## config.mk

```make
export PLATFORM = sky130hd
export DESIGN_NAME = crono_ctrl
export DESIGN_NICKNAME = d
export VERILOG_FILES = /design/src/rtl/crono_ctrl.sv
export SDC_FILE = /design/constraint.sdc
export NUM_CORES = 1
export LEC_CHECK = 0
export ABC_AREA = 1
export BUFFER_PORTS_ARGS = -buffer_cell sky130_fd_sc_hd__buf_2
export CAP_MARGIN = 30
export CELL_PAD_IN_SITES_DETAIL_PLACEMENT = 0
export CELL_PAD_IN_SITES_GLOBAL_PLACEMENT = 2
export CORE_MARGIN = 5
export CORE_UTILIZATION = 30
export CTS_BUF_LIST = sky130_fd_sc_hd__clkbuf_4 sky130_fd_sc_hd__clkbuf_8 sky130_fd_sc_hd__clkbuf_16
export CTS_CLUSTER_DIAMETER = 100
export DETAILED_ROUTE_END_ITERATION = 12
export GPL_ROUTABILITY_DRIVEN = 0
export PLACE_DENSITY = 0.84
export SLEW_MARGIN = 20
export SYNTH_ARGS = -nofsm -noshare
export SYNTH_HDL_FRONTEND = slang
export SYNTH_SLANG_ARGS = --single-unit
```

## constraint.sdc

```tcl
create_clock -name clk -period 2.5 [get_ports clk]
set_clock_uncertainty 0.05 [all_clocks]
set_input_delay 0.375 -clock clk [delete_from_list [all_inputs] [get_ports clk]]
set_output_delay 0.375 -clock clk [all_outputs]
set_load 0.02 [all_outputs]
```

## src/rtl/crono_ctrl.sv

```systemverilog
// Countdown run-time controller: loads the edited HH:MM:SS, decrements once per tick, alarms at zero.
// Optional build macro CRONO_BLINK_EN: alarm blinks in DONE, toggling on every tick, instead of holding steady.
//
// state | meaning
// EDIT  | editor owns the setting, outputs 00:00:00
// RUN   | counting down on tick
// PAUSE | count frozen, waiting for resume or cancel
// DONE  | reached zero, alarm active for ALARM_SECS ticks
module crono_ctrl #(
  parameter int ALARM_SECS = 10
) (
  input  logic       clk,
  input  logic       reset,
  input  logic       tick,
  input  logic       mode_en,
  input  logic       BTstart,
  input  logic       BTstop,
  input  logic [7:0] HCin,
  input  logic [7:0] MCin,
  input  logic [7:0] SCin,
  output logic       edit_en,
  output logic [7:0] HCout,
  output logic [7:0] MCout,
  output logic [7:0] SCout,
  output logic       alarm,
  output logic [1:0] state
);

  typedef enum logic [1:0] {
    EDIT  = 2'd0,
    RUN   = 2'd1,
    PAUSE = 2'd2,
    DONE  = 2'd3
  } st_t;

  localparam logic [7:0] ALARM_LIM = ALARM_SECS[7:0];

  st_t        st;
  logic       start_ref, stop_ref;
  logic [7:0] alarm_cnt;
  logic       start_edge, stop_edge, start_go, stop_go;
  logic       in_ok, in_nz;
  logic [23:0] dec_val;

  function automatic logic [23:0] bcd_dec(input logic [23:0] v);
    logic [23:0] r;
    r = v;
    if (v[3:0] != 4'd0) r[3:0] = v[3:0] - 4'd1;
    else begin
      r[3:0] = 4'd9;
      if (v[7:4] != 4'd0) r[7:4] = v[7:4] - 4'd1;
      else begin
        r[7:4] = 4'd5;
        if (v[11:8] != 4'd0) r[11:8] = v[11:8] - 4'd1;
        else begin
          r[11:8] = 4'd9;
          if (v[15:12] != 4'd0) r[15:12] = v[15:12] - 4'd1;
          else begin
            r[15:12] = 4'd5;
            if (v[19:16] != 4'd0) r[19:16] = v[19:16] - 4'd1;
            else begin
              r[19:16] = 4'd9;
              if (v[23:20] != 4'd0) r[23:20] = v[23:20] - 4'd1;
            end
          end
        end
      end
    end
    return r;
  endfunction

  // Refs track the level even with mode_en low, so edges seen then are dropped.
  assign start_edge = mode_en & BTstart & ~start_ref;
  assign stop_edge  = mode_en & BTstop & ~stop_ref;
  assign stop_go    = stop_edge;
  assign start_go   = start_edge & ~stop_edge;

  assign in_ok = (HCin <= 8'h23) && (HCin[3:0] <= 4'd9) &&
                 (MCin[7:4] <= 4'd5) && (MCin[3:0] <= 4'd9) &&
                 (SCin[7:4] <= 4'd5) && (SCin[3:0] <= 4'd9);
  assign in_nz = |{HCin, MCin, SCin};

  assign dec_val = bcd_dec({HCout, MCout, SCout});
  assign edit_en = mode_en && (st == EDIT);
  assign state   = st;

  always_ff @(posedge clk or negedge reset) begin
    if (!reset) begin
      st        <= EDIT;
      HCout     <= 8'h00;
      MCout     <= 8'h00;
      SCout     <= 8'h00;
      alarm     <= 1'b0;
      start_ref <= 1'b0;
      stop_ref  <= 1'b0;
      alarm_cnt <= 8'd0;
    end else begin
      start_ref <= BTstart;
      stop_ref  <= BTstop;
      case (st)
        EDIT: begin
          if (start_go && in_ok && in_nz) begin
            HCout <= HCin;
            MCout <= MCin;
            SCout <= SCin;
            st    <= RUN;
          end
        end
        RUN: begin
          if (tick) begin
            if (dec_val == 24'h000000) begin
              {HCout, MCout, SCout} <= 24'h000000;
              alarm     <= 1'b1;
              alarm_cnt <= 8'd0;
              st        <= DONE;
            end else begin
              {HCout, MCout, SCout} <= dec_val;
              if (stop_go) st <= PAUSE;
            end
          end else if (stop_go) begin
            st <= PAUSE;
          end
        end
        PAUSE: begin
          if (stop_go) begin
            {HCout, MCout, SCout} <= 24'h000000;
            st <= EDIT;
          end else if (start_go) begin
            st <= RUN;
          end
        end
        DONE: begin
          if (start_go || stop_go) begin
            alarm     <= 1'b0;
            alarm_cnt <= 8'd0;
            st        <= EDIT;
          end else if (tick) begin
            if (alarm_cnt == ALARM_LIM - 8'd1) begin
              alarm     <= 1'b0;
              alarm_cnt <= 8'd0;
              st        <= EDIT;
            end else begin
              alarm_cnt <= alarm_cnt + 8'd1;
`ifdef CRONO_BLINK_EN
              alarm <= ~alarm;
`else
              alarm <= 1'b1;
`endif
            end
          end
        end
        default: st <= EDIT;
      endcase
    end
  end

endmodule

```

==> impl_metrics.json <==
{
  "path_class": "register to register",
  "synth-xor-area-share_pct": 1.52,
  "antenna_found_initial": 0,
  "netlist_area_mm2": 0.00287,
  "antenna_cells": 0,
  "grt_max_degree": 38,
  "first_global_vias": 2794,
  "tns_ns": 0,
  "route.detailed.wl_per_inst_um": 13.7,
  "arrival_ns": 2.41,
  "ios": 58,
  "coreArea_mm2": 0.00928,
  "cts_buffer_depth": 2,
  "numCtsBuffers": 5,
  "clock_latency_ns": 0.30,
  "avgSynthCellArea_um2": 6.71,
  "syn_inst": 428,
  "via_per_inst": 4.66,
  "hp-class": "input pin to register",
  "syn2layout_area_growth_pct": 23.6,
  "cts_tree": "yes",
  "drv_slew": 0,
  "power.leakage_nw": 1.77,
  "fin_crit_sh_pct": 90.7,
  "setup_viol": 0,
  "n_fill_cell": 1046,
  "cts_root_buffer": "clkbuf_8",
  "power_mw": 4.57,
  "via_count": 2930,
  "seqCellArea_um2": 926,
  "status": "finished, final reports clean",
  "die_x_um": 108,
  "min_period_ns": 2.27,
  "finalWirelength_mm": 8.61,
  "ys_ff_latch": 37,
  "worst-path-buf-inv": 1,
  "yosysWarnings": 0,
  "critPathRequiredTime_ns": 2.64,
  "post-route-drc-count": 0,
  "rows": 35,
  "antenna_left": 0,
  "end_kind": "register",
  "pwr_density_cell_mw_per_mm2": 1290,
  "cpPeakStageDelay_ns": 0.41,
  "nets": 538,
  "initial_core_util_pct": 31.0,
  "io_buffers": 57,
  "multi_input_area_mm2": 0.00170,
  "drtPass1Iterations": 4,
  "drive_gt1_share_pct": 23.4,
  "synth_nets": 467,
  "die_y_um": 108,
  "hold_viol": 0,
  "fmax_mhz": 441,
  "maxSlewHeadroom_pct": 69.0,
  "peakVddDrop_uv": 484,
  "die_area_mm2": 0.0116,
  "hpwl_mm": 6.85,
  "cp_top_family": "simple AND/OR/NAND/NOR gates",
  "yosysUniqueCellTypes": 41,
  "track_usage_pct": 15.5,
  "synth_fa_ha_area_share_pct": 3.92,
  "grt_pass1_wl_mm": 14.4,
  "path_cells": "nor2_2 -> nand2_4 -> nor2_8 -> buf_4 -> nand2_2 -> o21ai_1 -> o21ai_1 -> nor2_1 -> nand3_2 -> nand2_2 -> nand2_4 -> nand2_1 -> o21ai_2",
  "cap_violations": 0,
  "synth_top_family_by_area": "simple AND/OR/NAND/NOR gates",
  "first_iter_violations": 124,
  "rsz0062_at_grt": "no",
  "grt_overflow": 0,
  "worst_slew_pin_slew_ns": 0.461,
  "critPathSlowestCell": "dfrtp_1",
  "synth.area.mux_share_pct": 0,
  "clock-sinks": 37,
  "cts_htree_levels": 2,
  "synthSimpleGateAreaFrac_pct": 39.4,
  "startpoint_type": "register",
  "cts.clk_slew.worst_paths_ns": 0.08,
  "synth-compound-area-share_pct": 13.4,
  "cp_max_fo": 12,
  "ys_seq_area_share_pct": 32.2
}
-- repair_timing --
item                                    CTS  global route
endpoints found under the setup margin    0             9
buffers inserted                          0             4
hold buffers                              0             1
gates resized for setup                   0             2
endpoints found under the hold margin     0            10
-- path summary, 6_finish.rpt --
kind                            slack [ns]      endpoint     start  cells after the start
worst max-delay path                  0.23  alarm_cnt[0]  SCout[3]                     13
max in group asynchronous             1.51      SCout[5]     reset                      3
min in group asynchronous             0.44  alarm_cnt[4]     reset                      2
worst min register to register        0.45         alarm     alarm                      2
worst min-delay path                  0.15     start_ref   BTstart                      1
worst max register to register        0.23  alarm_cnt[0]  SCout[3]                     13
-- registers in the layout, indices dropped and copies added, names as in the netlist --
name / cells
state: 2
HCout: 8
MCout: 8
SCout: 8
alarm: 1
alarm_cnt: 8
stop_ref: 1
start_ref: 1
-- worst register-to-register path, cell delays in order, from the launching register on --
cell	delay (ns)
dfrtp_1	0.41
nor2_2	0.20
nand2_4	0.15
nor2_8	0.20
buf_4	0.14
nand2_2	0.06
o21ai_1	0.12
o21ai_1	0.10
nor2_1	0.21
nand3_2	0.15
nand2_2	0.10
nand2_4	0.11
nand2_1	0.10
o21ai_2	0.05
-- per-stage QoR --
stage | hold slack [ns] | setup WS [ns] | util (%) | area [um2] | instances
6_report | 0.149 | 0.233 | 38.3 | 3550 | 629
5_1_grt | 0.137 | 0.0169 | 38.3 | 3550 | 629
4_1_cts | 0.143 | 0.0759 | 37.5 | 3480 | 623
3_5_place_dp | 0.432 | 0.0967 | 36.2 | 3360 | 615
3_3_place_gp | 0.432 | 0.171 | 36.2 | 3360 | 615
2_1_floorplan | 0.0294 | 0.283 | - | 2870 | 428
-- logic make-up after synthesis --
group                    after synthesis
adder cells (fa/ha/maj)                9
flip-flops                            37
AO/OA/AOI/OAI                         61
AND/OR/NAND/NOR                      251
XOR/XNOR                               5
buffers and inverters                 65
-- cells in the final DEF, fill, tap and decap left out, types with 2 or more instances in the layout --
cell / n
a21oi_4: 2
nand2_2: 6
xnor2_1: 2
o21ai_1: 6
nor2_1: 59
inv_1: 48
dfrtp_1: 37
ha_1: 9
buf_2: 57
inv_2: 3
nor3_1: 7
or2_2: 3
nand3_1: 27
o21ai_0: 15
nor2_2: 5
clkinv_1: 3
nand2_1: 117
xor2_1: 3
nor4_1: 4
a21oi_1: 5
nand2_4: 3
nand4_1: 9
nand3_2: 3
clkbuf_8: 6
nor2_4: 3
o22ai_1: 5
o21ai_2: 6
buf_4: 15
a31oi_1: 16
buf_12: 2
-- area by class of cell --
type | count | share of cell area (%)
inverter | 54 | 5.70
tap | 129 | 4.54
clock buffer | 7 | 2.54
sequential | 37 | 26.1
clock inverter | 1 | 0.845
multi-input combinational | 326 | 47.7
timing repair buffer | 75 | 12.6
-- cell usage after synthesis (all sizes together) --
library cell / instances / share of area, %
nand3: 30 / 5.7
nor3: 7 / 1.2
ha: 9 / 3.9
o22ai: 5 / 1.1
nor4: 4 / 0.87
nor2: 68 / 10
a211oi: 1 / 0.26
clkinv: 3 / 0.39
a22oi: 1 / 0.26
xnor2: 2 / 0.61
inv: 51 / 6.7
clkbuf: 5 / 0.65
o21ai: 27 / 5.5
xor2: 3 / 0.91
nand3b: 1 / 0.26
or2: 3 / 0.65
a211o: 1 / 0.30
or3: 1 / 0.22
buf: 6 / 1.8
a22o: 1 / 0.30
nand2: 126 / 18
o21a: 1 / 0.26
dfrtp: 37 / 32
a31oi: 16 / 3.5
and2: 1 / 0.22
nand4: 9 / 2.0
o221ai: 1 / 0.30
a21oi: 7 / 1.6
and3: 1 / 0.22
-- metal layers --
layer	track usage (%)	part of all wire [%]
met1	21.4	48
met2	25.4	47
met3	2.34	3.9
met4	3.52	1.0
met5	0	0
-- where the power goes --
| group | internal, mW | switching, mW | total [mW] |
|---|---|---|---|
| sequential | 0.841 | 0.282 | 1.12 |
| combinational | 1.03 | 1.85 | 2.87 |
| clock | 0.337 | 0.237 | 0.573 |
No activity file was read; power rests on OpenSTA's default activity.
